--- config.mk ---
export PLATFORM = sky130hd
export DESIGN_NAME = coeff_seq_mult
export DESIGN_NICKNAME = d
export VERILOG_FILES = /design/src/rtl/pqc_params_pkg.sv /design/src/rtl/coeff_seq_mult.sv
export SDC_FILE = /design/constraint.sdc
export NUM_CORES = 1
export LEC_CHECK = 0
export CAP_MARGIN = 10
export CORE_AREA = 2 2 152 139
export DETAILED_ROUTE_END_ITERATION = 8
export DIE_AREA = 0 0 154 141
export PLACE_DENSITY_LB_ADDON = 0.15
export SLEW_MARGIN = 20
export SYNTH_ARGS = -nofsm -noshare
export SYNTH_HDL_FRONTEND = slang
export SYNTH_SLANG_ARGS = --single-unit
--- constraint.sdc ---
create_clock -name clk -period 2.95 [get_ports clk]
set_clock_uncertainty 0.15 [all_clocks]
set_input_delay 0.4425 -clock clk [delete_from_list [all_inputs] [get_ports clk]]
set_output_delay 0.4425 -clock clk [all_outputs]
set_load 0.03 [all_outputs]
--- src/rtl/pqc_params_pkg.sv ---
// Shared ring parameters and FSM state type for the coefficient datapath
// (this multiplier and the modular reducer).
package pqc_params_pkg;

    localparam int unsigned P      = 1049089;  // 2^20 + 2^9 + 1, NTT-friendly for N = 256
    localparam int unsigned B      = 21;       // ceil(log2 P)
    localparam int unsigned N      = 256;
    localparam int unsigned NB     = 8;        // log2 N
    localparam int unsigned T      = 16;       // plaintext modulus
    localparam int unsigned T_HALF = T / 2;
    localparam int unsigned PROD_W = 2 * B;

    typedef enum logic [1:0] {
        IDLE,
        MUL,
        DONE
    } state_t;

endpackage

--- src/rtl/coeff_seq_mult.sv ---
// Radix-2 shift-add multiplier: one b x b -> 2b product every b+2 cycles,
// with an operand range flag for the downstream reducer.
module coeff_seq_mult
    import pqc_params_pkg::*;
#(
    parameter int unsigned b       = B,
    parameter int unsigned p       = P,
    parameter int unsigned in_size = 2 * B - 1
) (
    input  logic             clk,
    input  logic             reset,
    input  logic             in_valid,
    output logic             in_ready,
    input  logic [b-1:0]     op_a,
    input  logic [b-1:0]     op_b,
    output logic             out_valid,
    input  logic             out_ready,
    output logic [in_size:0] product,
    output logic             range_err
);

    localparam int unsigned W = in_size + 1;
    localparam logic [b-1:0] PMod = b'(p);

    state_t         state_q, state_d;
    logic [W-1:0]   acc_q, acc_d;
    logic [W-1:0]   mcand_q, mcand_d;
    logic [W-1:0]   prod_q, prod_d;
    logic [b-1:0]   mplier_q, mplier_d;
    logic [4:0]     cnt_q, cnt_d;
    logic           err_q, err_d;
    logic           rerr_q, rerr_d;

    always_ff @(posedge clk) begin
        if (reset) begin
            state_q  <= IDLE;
            acc_q    <= '0;
            mcand_q  <= '0;
            prod_q   <= '0;
            mplier_q <= '0;
            cnt_q    <= '0;
            err_q    <= 1'b0;
            rerr_q   <= 1'b0;
        end else begin
            state_q  <= state_d;
            acc_q    <= acc_d;
            mcand_q  <= mcand_d;
            prod_q   <= prod_d;
            mplier_q <= mplier_d;
            cnt_q    <= cnt_d;
            err_q    <= err_d;
            rerr_q   <= rerr_d;
        end
    end

    always_comb begin
        state_d  = state_q;
        acc_d    = acc_q;
        mcand_d  = mcand_q;
        prod_d   = prod_q;
        mplier_d = mplier_q;
        cnt_d    = cnt_q;
        err_d    = err_q;
        rerr_d   = rerr_q;

        unique case (state_q)
            IDLE: begin
                if (in_valid) begin
                    acc_d    = '0;
                    mcand_d  = W'(op_a);
                    mplier_d = op_b;
                    cnt_d    = 5'(b - 1);
                    err_d    = (op_a >= PMod) || (op_b >= PMod);
                    rerr_d   = 1'b0;
                    state_d  = MUL;
                end
            end
            MUL: begin
                acc_d    = acc_q + (mplier_q[0] ? mcand_q : '0);
                mcand_d  = mcand_q << 1;
                mplier_d = mplier_q >> 1;
                cnt_d    = cnt_q - 5'd1;
                if (cnt_q == 5'd0) begin
                    // Publish only the finished product so no partial sum is ever visible.
                    cnt_d   = 5'd0;
                    prod_d  = acc_d;
                    rerr_d  = err_q;
                    state_d = DONE;
                end
            end
            DONE: begin
                if (out_ready) begin
                    state_d = IDLE;
                end
            end
            default: state_d = IDLE;
        endcase
    end

    assign in_ready  = (state_q == IDLE);
    assign out_valid = (state_q == DONE);
    assign product   = prod_q;
    assign range_err = rerr_q;

endmodule

==> impl_metrics.ini <==
[outcome]
run_status = finished, violations left
violations = negative setup slack

[worst_hold_path]
min_path_type = input pin to register
holdPathEnd = mcand_q[36]
min_from = reset
whs_path_depth = 2

[die]
start_util_pct = 41.73
core_um2 = 20330
design.die.area_um2 = 21710
die_h_um = 141
pin_count = 91
rows = 50
die_w_um = 154

[pwr]
power.leakage_nw = 4.830
power_frac_comb_pct = 21.2
p_sw_share_pct = 30.07
internal_power_mw = 4.257
seq_power_share_pct = 39.1
power_density_nw_per_um2 = 503.3
switchingPower_mw = 1.830
power_mw = 6.088
ir_drop_uv = 416.3
clkPwrFrac_pct = 39.7

[drt]
vias = 8461
drt-initial-drc-count = 578
viasPerCell = 5.386
drt-total-wl_mm = 24.53
remaining_drc_errors = 0
ant_nets = 0
firstDrtPassIters = 5
wl_per_cell_um = 15.62

[grt]
grt_pass1_wl_mm = 39.36
grt-ovfl-total = 0
antenna_found_initial = 0
grt_pass1_vias = 7613
track_usage_pct = 22.30
grt_max_degree = 76

[sta]
rsz0062_at_grt = yes
worst_pin_slew_ns = 0.7782
post-route-period-util_pct = 108.4
fin_crit_ns = 3.198
fin_ws_ns = -0.2485
setup_viol = 14
drv_slew = 0
holdWs_ns = 0.2473
hold_viol = 0
maxSlewHeadroom_pct = 48.12
max_freq_ghz = 0.3126
tns_ns = -1.847

[placed_design]
place_hpwl_mm = 17.15
place_congestion = 0.8857
pre_cts_slack_ns = -0.3574
io_buffers = 90

[job]
maxCapViolations = 0

[synth]
ys_ff_latch = 156
syn_avg_cell_area_um2 = 7.644
ys_types = 58
syn_nets = 1199
synth_seq_area_share_pct = 36.81
synth_flop_cell = dfxtp_1
netlist_area_um2 = 8484
ys.warnings.count = 0
syn_inst = 1110
async_flop_share_pct = 0
synth_edf_count = 0

[worst_setup_path]
cpMostUsedCell = nor2_2
worst-setup-path-type = register to register
crit_chain = and2_4 -> ha_4 -> fa_2 -> a21oi_4 -> nor2_2 -> o2111a_2 -> o311ai_2 -> o211ai_1 -> a31oi_1 -> a21bo_2 -> nor2_2 -> xnor2_1 -> a211oi_1
reg2reg_to = product[36]
arrival_ns = 3.40
crit_slowest_cell = dfxtp_4
critPathMaxStageDelay_ns = 0.37
end_kind = register
worstReg2RegStart = mplier_q[0]
critPathLaunchType = register
crit_path_max_fanout = 6
worstPathRequired_ns = 3.15
regToRegSetupSlack_ns = -0.25
reg2regPathDepth = 13

[cts]
ctsHoldBuffers = 0
cts_root_buf = clkbuf_16
cts_htree_levels = 4
clk_latency_ns = 0.44
cts.clk_slew.worst_paths_ns = 0.06
cts_inserted_buffers = 17
clk_path_buf_depth = 2
cts_tree = built
clkSinkCount = 156

[finish]
final_core_util_pct = 59.48
drive_gt1_share_pct = 24.49
antenna_cells = 0
syn_to_final_growth_pct = 42.55
nNetsFinal = 1387
==> Yosys cell counts (2+ instances only) <==
cell type	instances	area, µm²
nor2_1	86	322.8
nor4b_1	2	17.52
clkbuf_1	77	289.0
ha_1	42	525.5
nor3_1	15	75.07
o21bai_1	7	52.55
o41ai_1	2	17.52
a311oi_1	40	350.3
a31oi_1	11	68.82
a2111oi_0	2	17.52
dfxtp_1	156	3123
or2_2	4	25.02
nor4_1	7	43.79
xor2_1	15	131.4
nor2b_1	5	31.28
a21o_1	31	232.7
a41oi_1	2	17.52
o211ai_1	5	37.54
nand4_1	7	43.79
a21oi_1	123	615.6
and2_1	44	275.3
o31ai_1	3	22.52
a211o_1	3	26.28
o21a_1	5	37.54
nand2_1	231	867.1
xnor2_1	29	254.0
inv_1	7	26.28
buf_1	4	15.01
o21ai_0	27	135.1
nor3b_1	6	45.04
a22o_1	14	122.6
buf_2	6	30.03
nand3_1	55	275.3
a211oi_1	8	60.06
nand2b_1	6	37.54
==> power groups by stage <==
stage          Sequential [mW]  Combinational, mW  Clock (mW)
6_report                  2.38               1.29        2.42
5_1_grt                   2.40               1.42        2.56
4_1_cts                   2.38               1.24        2.46
3_5_place_dp              2.42               1.21           0
3_3_place_gp              2.42               1.20           0
2_1_floorplan             2.43              0.705           0
==> what timing repair did <==
| item | 4_1_cts | 5_1_grt |
|---|---|---|
| pin swaps | 11 | 49 |
| gates resized for setup | 57 | 84 |
| cloned | 0 | 0 |
| buffers inserted | 4 | 9 |
| endpoints found under the setup margin | 41 | 37 |
==> worst max path at each step <==
| stage | start | depth (start not counted) | endpoint |
|---|---|---|---|
| 2_1_floorplan | mplier_q[0] | 14 | product[36] |
| 3_3_place_gp | mplier_q[0] | 12 | product[39] |
| 3_5_place_dp | mplier_q[0] | 12 | product[39] |
| 4_1_cts | mplier_q[0] | 13 | product[36] |
| 5_1_grt | mplier_q[0] | 13 | product[36] |
| 6_report | mplier_q[0] | 13 | product[36] |
==> layout make-up <==
class / count / area [µm²]
clock inverters: 11 / 180.2
well taps: 260 / 325.3
inverters: 7 / 26.28
repair buffers: 256 / 2223
flip-flops and latches: 156 / 3127
multi-input cells: 860 / 5752
fillers: 1796 / 8238
clock buffers: 21 / 460.4
==> metal layers <==
| layer | vias to the layer above | global-route usage, % | wire (µm) |
|---|---|---|---|
| li1 | 4273 | - | - |
| met1 | 3985 | 34.50 | 12950 |
| met2 | 188 | 31.67 | 10330 |
| met3 | 15 | 4.304 | 1054 |
| met4 | 0 | 4.968 | 196 |
| met5 | - | 0 | 0 |
==> sequential cells by signal (all words and copies together) (netlist names) <==
signal and cells:
mcand_q 42, err_q 1, cnt_q 5, state_q 2
range_err 1, mplier_q 21, acc_q 42, product 42
==> cell usage in the layout (no fill, tap or decap), types with 7 or more instances in the layout <==
master	instances
clkbuf_16	17
a21oi_2	16
o21ai_0	14
nor3_1	11
ha_1	18
nor2_1	80
a311oi_1	40
clkdlybuf4s50_1	89
a22o_1	14
buf_4	154
ha_4	22
buf_6	9
a31oi_1	10
a21oi_1	105
and2_1	27
o21ai_1	7
nand2_1	227
nand4_1	7
dfxtp_1	155
and2_4	17
xnor2_1	22
nand3_1	55
a21o_1	31
xor2_1	13
==> through the flow <==
| step | std cells | area [µm²] |
|---|---|---|
| finish | 1571 | 12090 |
| global route | 1571 | 12090 |
| CTS | 1563 | 11580 |
| detailed placement | 1527 | 10640 |
| global placement | 1527 | 10640 |
| floorplan | 1110 | 8544 |
==> cell families after synthesis <==
group | Yosys count | synth area share, %
buffers and inverters | 94 | 4.247
and+or+nand+nor | 473 | 24.76
adders and majority gates | 43 | 6.430
xor gates and xnor gates | 44 | 4.542
DFF | 156 | 36.81
AOI/OAI and AO/OA | 300 | 23.21
==> worst max-delay path: cells and delay by family, from the launching register on <==
| family | cells | cell delay, ns |
|---|---|---|
| compound gates | 7 | 1.68 |
| fa+ha+maj | 2 | 0.52 |
| xor+xnor | 1 | 0.13 |
| flops | 1 | 0.37 |
| simple gates | 3 | 0.27 |
No activity file was read; power rests on OpenSTA's default activity.
